[config.mk]
export PLATFORM = sky130hd
export DESIGN_NAME = timer_seq_ctrl
export DESIGN_NICKNAME = d
export VERILOG_FILES = /design/src/rtl/timer_seq_ctrl.sv
export SDC_FILE = /design/constraint.sdc
export NUM_CORES = 1
export LEC_CHECK = 0
export CAP_MARGIN = 20
export CELL_PAD_IN_SITES_DETAIL_PLACEMENT = 0
export CELL_PAD_IN_SITES_GLOBAL_PLACEMENT = 1
export CORE_AREA = 2 2 169 138
export DETAILED_ROUTE_END_ITERATION = 16
export DIE_AREA = 0 0 171 140
export GPL_ROUTABILITY_DRIVEN = 0
export PLACE_DENSITY = 0.67
export SYNTH_ARGS = -nofsm -noshare
export SYNTH_HDL_FRONTEND = slang
export SYNTH_SLANG_ARGS = --single-unit
[constraint.sdc]
create_clock -name timeclk -period 2.4 [get_ports timeclk]
set_input_delay 0.48 -clock timeclk [delete_from_list [all_inputs] [get_ports timeclk]]
set_output_delay 0.48 -clock timeclk [all_outputs]
set_load 0.02 [all_outputs]
[src/rtl/timer_seq_ctrl.sv]
// Interval-table sequencer driving the single-interval pulse timer.
// Optional macro SEQ_LOOP_EN adds loop_en for repeating the table.
module timer_seq_ctrl #(
  parameter int DEPTH = 8,
  parameter int AW    = 3
) (
  input  logic          timeclk,
  input  logic          reset,
  input  logic          wr_en,
  input  logic [AW-1:0] wr_addr,
  input  logic [15:0]   wr_data,
  input  logic [AW:0]   seq_len,
  input  logic          start,
  input  logic          abort,
`ifdef SEQ_LOOP_EN
  input  logic          loop_en,
`endif
  input  logic          sigtimeup,
  output logic          timer_rst,
  output logic [15:0]   timer_datain,
  output logic          timer_work,
  output logic          gate,
  output logic [AW-1:0] seg_idx,
  output logic          busy,
  output logic          done
);

  typedef enum logic [2:0] {
    S_IDLE, S_LOAD, S_ARM, S_RUN, S_NEXT, S_DONE
  } state_t;

  localparam logic [AW:0] DMAX = (AW+1)'(DEPTH);

  logic [15:0]   tbl [DEPTH];
  state_t        state, n_state;
  logic [AW:0]   len, n_len, len_c;
  logic [AW-1:0] n_seg, nxt_idx;
  logic [15:0]   n_din;
  logic          n_rst, n_work, n_gate;
  logic          n_busy, n_done;
  logic          last, lp;

`ifdef SEQ_LOOP_EN
  assign lp = loop_en;
`else
  assign lp = 1'b0;
`endif

  assign len_c   = (seq_len > DMAX) ? DMAX : seq_len;
  assign last    = ({1'b0, seg_idx} == len - (AW+1)'(1));
  assign nxt_idx = last ? '0 : seg_idx + AW'(1);

  // Table is never reset so it survives reset and abort
  always_ff @(posedge timeclk) begin
    if (wr_en && !busy) tbl[wr_addr] <= wr_data;
  end

  always_comb begin
    n_state = state;
    n_len   = len;
    n_seg   = seg_idx;
    n_din   = timer_datain;
    n_rst   = timer_rst;
    n_work  = timer_work;
    n_gate  = gate;
    n_busy  = busy;
    n_done  = 1'b0;
    if (abort) begin
      n_state = S_IDLE;
      n_rst   = 1'b1;
      n_work  = 1'b1;
      n_gate  = 1'b0;
      n_busy  = 1'b0;
    end else begin
      unique case (state)
        S_IDLE: begin
          n_rst  = 1'b1;
          n_work = 1'b1;
          n_gate = 1'b0;
          n_busy = 1'b0;
          if (start) begin
            n_seg = '0;
            if (len_c == '0) begin
              n_state = S_DONE;
              n_done  = 1'b1;
            end else begin
              n_state = S_LOAD;
              n_len   = len_c;
              n_busy  = 1'b1;
              n_din   = tbl[0];
              n_gate  = 1'b1;
            end
          end
        end
        S_LOAD: begin
          n_state = S_ARM;
          n_rst   = 1'b0;
          n_work  = 1'b0;
        end
        S_ARM: n_state = S_RUN;
        S_RUN: begin
          if (sigtimeup) begin
            n_state = S_NEXT;
            n_rst   = 1'b1;
            n_work  = 1'b1;
          end
        end
        S_NEXT: begin
          if (last && !lp) begin
            n_state = S_DONE;
            n_done  = 1'b1;
            n_busy  = 1'b0;
            n_gate  = 1'b0;
          end else begin
            n_state = S_LOAD;
            n_seg   = nxt_idx;
            n_din   = tbl[nxt_idx];
            n_gate  = ~nxt_idx[0];
          end
        end
        S_DONE: n_state = S_IDLE;
        default: n_state = S_IDLE;
      endcase
    end
  end

  always_ff @(posedge timeclk) begin
    if (reset) begin
      state        <= S_IDLE;
      len          <= '0;
      seg_idx      <= '0;
      timer_datain <= '0;
      timer_rst    <= 1'b1;
      timer_work   <= 1'b1;
      gate         <= 1'b0;
      busy         <= 1'b0;
      done         <= 1'b0;
    end else begin
      state        <= n_state;
      len          <= n_len;
      seg_idx      <= n_seg;
      timer_datain <= n_din;
      timer_rst    <= n_rst;
      timer_work   <= n_work;
      gate         <= n_gate;
      busy         <= n_busy;
      done         <= n_done;
    end
  end

endmodule
* Word level (Yosys, flattened, before mapping) *
Memory sizes are Yosys's and may differ from the RTL's.
Cells that the tools add are included.

cells by class
  reduce and logical (&&, ||, !) cells = 13
  magnitude comparators = 1
  mux-type cells = 28
  bitwise logic cells = 3
  $add $sub $neg = 2
  equality and inequality tests = 10

operators with widths
  cell                                                                 count
  16-bit two-way mux                                                   3
  16-bit one-hot mux with 2 select lines                               1
  3-bit two-way mux                                                    7
  3-bit one-hot mux with 5 select lines                                1
  1-bit two-way mux                                                    10
  2-bit != test (second input constant)                                5
  4-bit AND reduction                                                  2
  3-bit by 2-bit == test with 1-bit output (second input constant)     2
  1-bit one-hot mux with 2 select lines                                3
  3-bit one-hot mux with 2 select lines                                1
  2-bit AND reduction                                                  3
  5-bit AND reduction                                                  1
  3-bit by 4-bit == test with 1-bit output                             1
  4-bit greater-than comparator (second input constant)                1
  4-bit logical NOT                                                    1
  4-bit two-way mux                                                    1
  4-bit by 1-bit subtractor with 4-bit output (second input constant)  1
  3-bit by 1-bit adder with 3-bit output (second input constant)       1
  3-bit by 1-bit == test with 1-bit output (second input constant)     1
  3-bit == test (second input constant)                                1
  3-bit logical NOT                                                    1
  1-bit inverter                                                       3
  1-bit one-hot mux with 3 select lines                                1
  3-bit nonzero test                                                   1
  4 further kinds                                                      4

word-level totals
  memories = 1
  bits in writable memories = 128
  register bits = 30
  input bits = 29

memories
  memory  depth  bits a word  rd ports  clocked after Yosys merged registers in  write ports  RTL line  text
  tbl     8      16           2         0                                        1            34        logic [15:0] tbl [DEPTH];

* Logic depth before layout (Yosys ltp) *
Gate-level depths: netlist of run 1.

  word-level depth = 6
  depth in mapped cells = 10
  mapped depth without buffers = 8

* Worst setup path after synthesis of run 1 *
Ideal clock, no wire load.

  path type = input-to-reg
  from = input wr_addr[0]
  to = memory tbl[4][0] (enable)
  path slack = -0.192 ns
  path buffers = 0
  data required time = 1.968 ns
  stages on the path = 1
  arrival time = 2.161 ns
  path through = nor4_1

RTL lines
  item         RTL line  text
  from (decl)  10        input logic [AW-1:0] wr_addr,
  to (decl)    34

Straight into the memory's write port.

* Final worst setup path of run 1 *
  from = register len[0]
  to = register timer_datain[4]

between the ends
  cells in the longest elaborated chain, start to end = 6
  elaborated cells between the ends (all ways) = 8
  classes of those cells = add/sub: 1; eq/ne: 2; mux: 3; reduce/logical: 1; memory: 1

ends and longest elaborated chain
  item                                             RTL line  text
  from (decl)                                      36        logic [AW:0] len, n_len, len_c;
  from (signal assigned)                           140       len <= n_len;
  4-bit by 1-bit subtractor with 4-bit output (*)  50        assign last = ({1'b0, seg_idx} == len - (AW+1)'(1));
  3-bit by 4-bit == test with 1-bit output (*)     50
  3-bit two-way mux                                51        assign nxt_idx = last ? '0 : seg_idx + AW'(1);
  memory read 8 x 16 bit                           -
  16-bit two-way mux                               109       if (last && !lp) begin
  16-bit one-hot mux with 2 select lines           75        unique case (state)
  to (signal assigned)                             142       timer_datain <= n_din;
  to (decl)                                        20        output logic [15:0] timer_datain,

Every way passes the cells marked *; elsewhere a longest branch is shown, timed or not. The select of a mux whose other input is x is not followed.
A chain may end at the register's enable or synchronous reset.

==> out/results.ini, run 1 <==
[floorplanning]
rows = 49
die_h_um = 140
ios = 53
start_util_pct = 29.7
die-area_mm2 = 0.0239
die_width_um = 171
core-area_mm2 = 0.0222

[timing]
timing_hold_violations_final = 0
tightest_slew_ps = 556
period_minus_slack_ps = 2240
fin_worst_skew_ps = 8.41
fmax_mhz = 446
rsz0062_at_grt = false
finalCritPeriodShare_pct = 93.5
report.final.slew_viol_count = 0
finalSetupViolCount = 0
hold_ws_ps = 490
max-slew-margin-rel_pct = 62.8
fin_tns_setup_ps = 0

[finish]
fin_nets = 543
final_cells = 830
regArea_mm2 = 0.00445
multi_input_area_mm2 = 0.00202
layout-drive-gt1-share_pct = 17.9
area_growth_pct = 24.7
num_antenna_cells = 0
final_util_pct = 37.0
fill_cells = 2103
stdcell_area_mm2 = 0.00822

[logic_synthesis]
synth-edff-count = 128
yosysWarnings = 0
synth.top_cell.area_share_pct = 58.3
ys_seq_area_share_pct = 67.5
synthArstFlopShare_pct = 0
synth_common_cells = edfxtp_1, nor2_1, nand2_1
syn_area_mm2 = 0.00659
yosysTopAreaCell = edfxtp_1
ys_ff_latch = 158
avgSynthCellArea_um2 = 14.8
syn_nets = 476
post-synth-top-count-cell = edfxtp_1
netlist_top_cells_area = edfxtp_1, dfxtp_1, mux4_2
synth_top_flop_cell = edfxtp_1
ys_types = 47
netlist_instances = 445

[setup_path]
cpMaxStageDelayCell = o21ai_4
rr_endpoint = timer_datain[4]
reg2reg_from = len[0]
cp.arrival_ps = 2540
cp.required_ps = 2700
cp-end-kind = flop
regToRegSetupSlack_ps = 160
startpoint_type = flop
cp_max_fo = 16
cpMostUsedCell = nor3_2
worst_r2r_path_depth = 8
critical_path_class = reg2reg
max_stage_delay_ps = 430
crit_chain = inv_1, ha_1, xor2_1, nor3_2, o21a_2, o21ai_4, o2111a_1, nor3_2

[clock_tree]
cts.htree.levels = 4
clk_pin_slew_ps = 60
clock_tree.root_cell = clkbuf_16
cts_resized = 0
cts_made_buffers = 17
clkLatencyLatePin_ps = 420
clock_sinks = 158
cts-hold-fix-buffers = 0
postCtsSetupBuffers = 0
ctsLongestPathBuffers = 2
cts_tree = yes

[global_routing]
grt_usage_pct = 12.6
antenna_found_initial = 0
grt.busiest_layer = met2
use_met2_pct = 20.6
grt_pass1_vias = 3930
gr-total-overflow = 0
grt_util_met1_pct = 16.5
grt_max_degree = 35
grt_pass1_wl_mm = 22.5
grt_use_met3_pct = 3.48

[drt]
routed_via_density = 4.65
antenna_left = 0
wl_per_cell_um = 17.6
wl_mm = 14.6
drc = 0
first_pass_iters = 7
drtIter0Drc = 269
routed-via-count = 3861

[worst_hold_path]
worstHoldEndpoint = len[3]
min_path_cells = 2
hold_start = len[3]
hold_class = reg2reg

[placement]
dp_hpwl_mm = 9.20
place_inst = 799
place_area_mm2 = 0.00769
port_buffers = 52

[outcome]
status = completed

[run]
drv_cap = 0

[pwr]
power_density_mw_per_mm2 = 705
p_leak_nw = 2.60
vdd_drop_max_mv = 0.536

## layout by cell type (no fill, tap or decap), types with 2 or more instances in the layout
| cell | n |
|---|---|
| nand3_1 | 4 |
| nand2_1 | 40 |
| edfxtp_1 | 128 |
| inv_6 | 2 |
| nand2b_1 | 2 |
| and2_1 | 3 |
| clkinv_1 | 2 |
| dfxtp_1 | 29 |
| mux4_2 | 16 |
| xnor2_1 | 2 |
| a21oi_1 | 12 |
| buf_12 | 11 |
| nor3b_1 | 3 |
| mux2i_1 | 32 |
| nor2b_1 | 5 |
| o2111a_1 | 16 |
| ha_1 | 2 |
| clkbuf_16 | 17 |
| clkinv_2 | 3 |
| nor4_1 | 2 |
| nor2_1 | 44 |
| clkinvlp_4 | 2 |
| a21o_1 | 4 |
| clkdlybuf4s50_1 | 52 |
| o21ai_0 | 8 |
| clkinv_4 | 3 |
| nor3_1 | 10 |
| inv_1 | 3 |
| buf_4 | 12 |
| a22o_1 | 16 |
| nor3_2 | 15 |
## flip-flops by register name, indices dropped and copies added, names as in the netlist
register and flops:
busy 1, state 3, seg_idx 3, timer_work 1, gate 1, len 4
timer_datain 16, tbl 128, done 1
## per-layer routing
layer	up-vias	wire, µm
li1	1844	-
met1	1927	6860
met2	77	6880
met3	13	668
met4	0	162
met5	-	0
## through the flow
step	worst slack, ps	power, W
finish	156	0.00579
global route	5.58	0.00600
CTS	130	0.00586
detailed placement	148	0.00347
global placement	187	0.00346
floorplan	165	0.00327
## layout make-up
type                       instances  area share (%)
multi-input combinational        257            24.6
clock inverter                    13            1.13
timing repair buffer              75            10.1
clock buffer                      18            5.22
inverter                           3           0.137
sequential                       158            54.1
tap                              306            4.66
## worst max path at each step
stage	startpoint	endpoint	depth (start not counted)	slack, ps
5_1_grt	len[0]	timer_datain[13]	8	6
2_1_floorplan	seg_idx[0]	timer_datain[4]	8	160
3_5_place_dp	len[0]	timer_datain[4]	8	150
6_report	len[0]	timer_datain[4]	8	160
4_1_cts	len[0]	timer_datain[4]	8	130
3_3_place_gp	seq_len[3]	timer_datain[10]	9	190
## report_power, final
part | switching [W] | internal (W)
Sequential | 0.0000310 | 0.00303
Clock | 0.00107 | 0.00132
Combinational | 0.000191 | 0.000154
Total | 0.00129 | 0.00450
## logic make-up (layout without fill, tap and decap cells)
kind of cell	after synthesis	after routing	synth area share (%)
multiplexers	48	48	10.3
AND/OR/NAND/NOR	137	137	10.4
flip-flops	158	158	67.5
AO/OA/AOI/OAI	66	66	8.41
buffers and inverters	30	109	2.47
XOR/XNOR	4	4	0.532
adder cells (fa/ha/maj)	2	2	0.380
## worst max-delay path: cells and delay by family (launching register included)
family          cells  cell delay, ps
compound gates      3            1000
xor+xnor            1             290
fa+ha+maj           1             210
buf+inv             1              70
flops               1             420
simple gates        2             120
Note: power is estimated with default switching activity, not from simulation.
==> run 2, diff against run 1 <==
--- a/config.mk
+++ b/config.mk
@@ -8,9 +8,10 @@
 export CAP_MARGIN = 20
 export CELL_PAD_IN_SITES_DETAIL_PLACEMENT = 0
 export CELL_PAD_IN_SITES_GLOBAL_PLACEMENT = 1
-export CORE_AREA = 2 2 169 138
+export CORE_AREA = 2 2 152 154
+export CTS_BUF_LIST = sky130_fd_sc_hd__clkbuf_8
 export DETAILED_ROUTE_END_ITERATION = 16
-export DIE_AREA = 0 0 171 140
+export DIE_AREA = 0 0 154 156
 export GPL_ROUTABILITY_DRIVEN = 0
 export PLACE_DENSITY = 0.67
 export SYNTH_ARGS = -nofsm -noshare
==> out/results.ini, run 2 (same netlist as run 1, synthesis figures left out) <==
[outcome]
status = completed

[timing]
finalCritPeriodShare_pct = 90.8
rsz0062_at_grt = false
max-slew-margin-rel_pct = 70.8
period_minus_slack_ps = 2180
report.final.slew_viol_count = 0
tightest_slew_ps = 437
fin_worst_skew_ps = 16.3
fin_tns_setup_ps = 0
finalSetupViolCount = 0
timing_hold_violations_final = 0
fmax_mhz = 459

[finish]
regMostFlops = tbl
top_regs = tbl: 128 flops, timer_datain: 16 flops, len: 4 flops
largest_reg_flops = 128
regArea_mm2 = 0.00445
fill_cells = 2094
layout_common_cells = edfxtp_1, clkdlybuf4s50_1, nor2_1
multi_input_area_mm2 = 0.00204
area_growth_pct = 22.7
layout-drive-gt1-share_pct = 17.8
final_common_cell = edfxtp_1
stdcell_area_mm2 = 0.00809
fin_nets = 541
num_antenna_cells = 0

[drt]
wl_per_cell_um = 17.9
drtIter0Drc = 204
routed_via_density = 4.85
routed-via-count = 3921
first_pass_iters = 4
drc = 0
wl_mm = 14.5
antenna_left = 0

[placement]
dp_hpwl_mm = 8.79
port_buffers = 52
place_area_mm2 = 0.00769

[worst_hold_path]
hold_start = len[3]
hold_class = reg2reg
worstHoldEndpoint = len[3]
min_path_cells = 2

[clock_tree]
postCtsSetupBuffers = 0
clk_pin_slew_ps = 90
ctsLongestPathBuffers = 2
cts.htree.levels = 4
cts_made_buffers = 17
cts_tree = yes
clock_tree.root_cell = clkbuf_8
clock_sinks = 158
cts-hold-fix-buffers = 0
clkLatencyLatePin_ps = 440

[global_routing]
antenna_found_initial = 0
grt_usage_pct = 12.5
gr-total-overflow = 0
grt_pass1_vias = 4092
grt_pass1_wl_mm = 22.8
grt_max_degree = 36

[floorplanning]
rows = 55
start_util_pct = 29.5
die_h_um = 156
ios = 53
die-area_mm2 = 0.0240
die_width_um = 154
core-area_mm2 = 0.0224

[setup_path]
cp.required_ps = 2710
rr_endpoint = timer_datain[14]
cp.arrival_ps = 2490
cp.buffers_inverters = 2
crit_chain = inv_1, ha_1, xnor2_1, nor3_4, o22a_2, buf_12, mux2i_1, o2111a_1, nor3_1
startpoint_type = flop
reg2reg_from = len[0]
worst_r2r_path_depth = 9
cp_max_fo = 16
cp-end-kind = flop
regToRegSetupSlack_ps = 220
cpMaxStageDelayCell = dfxtp_1
cp_top_family = flip-flops
max_stage_delay_ps = 420
critical_path_class = reg2reg
path_depth = 9

[pwr]
power_density_mw_per_mm2 = 656
vdd_drop_max_mv = 0.396
p_total_w = 0.00530
p_leak_nw = 2.54

[run]
drv_cap = 0

## run 2: cell types whose count changed in the layout (fill, tap and decap cells not counted), moves of 2 or more
cell        delta
buf_12         +3
clkinvlp_4     +2
clkinv_4       -2
buf_4          -5
inv_1          +3
clkinv_2       -2
bufinv_16      +2
clkbuf_16     -17
clkbuf_8      +17
## run 2: routing by layer
metal  track usage (%)  vias up  share of wire (%)
met1              15.5     2014                 46
met4              3.03        0               0.76
met3              3.17        8                3.2
met5                 0        -                  0
met2              22.0       62                 51
li1                  -     1837                  -
## run 2: worst max-delay path by stage
stage | end | startpoint | slack (ps)
floorplan | timer_datain[4] | seg_idx[0] | 160
global route | timer_datain[1] | len[0] | 3
global placement | timer_datain[7] | seq_len[3] | 200
CTS | timer_datain[14] | len[0] | 140
finish | timer_datain[14] | len[0] | 220
detailed placement | tbl[1][9] | wr_en | 160
## run 2: layout make-up
class / count / area share (%)
clock inverter: 15 / 1.83
tap: 285 / 4.41
sequential: 158 / 55.0
multi-input combinational: 257 / 25.2
clock buffer: 17 / 2.89
inverter: 3 / 0.139
timing repair buffer: 73 / 10.6
## run 2: worst register-to-register path, stage by stage, from the launching register on
cell,delay [ps]
dfxtp_1,420
inv_1,70
ha_1,300
xnor2_1,160
nor3_4,240
o22a_2,210
buf_12,180
mux2i_1,210
o2111a_1,210
nor3_1,40
## run 2: what timing repair did
item / CTS / global route
endpoints found under the hold margin: 0 / 0
gates resized for setup: 0 / 2
endpoints found under the setup margin: 0 / 1
## run 2: power breakdown
part | internal [W] | leakage, nW | switching, W | total, W
clock network | 0.000921 | 0.192 | 0.000979 | 0.00190
registers | 0.00303 | 1.41 | 0.0000341 | 0.00306
logic | 0.000156 | 0.939 | 0.000189 | 0.000345
total | 0.00410 | 2.54 | 0.00120 | 0.00530
## run 2: per-stage QoR
stage          hold WS, ps  std cells  worst slack [ps]  utilization (%)
6_report               494        808               220             36.2
2_1_floorplan          450        445               165                -
3_3_place_gp           473        776               201             34.4
4_1_cts                497        808               141             36.1
5_1_grt                533        808              2.51             36.2
3_5_place_dp           484        776               158             34.4
==> run 3, diff against run 2 <==
--- a/config.mk
+++ b/config.mk
@@ -10,6 +10,7 @@
 export CELL_PAD_IN_SITES_GLOBAL_PLACEMENT = 1
 export CORE_AREA = 2 2 152 154
 export CTS_BUF_LIST = sky130_fd_sc_hd__clkbuf_8
+export CTS_CLUSTER_SIZE = 25
 export DETAILED_ROUTE_END_ITERATION = 16
 export DIE_AREA = 0 0 154 156
 export GPL_ROUTABILITY_DRIVEN = 0
==> results of run 3 <==
Final layout, timing and power as in run 2 (identical DEF).
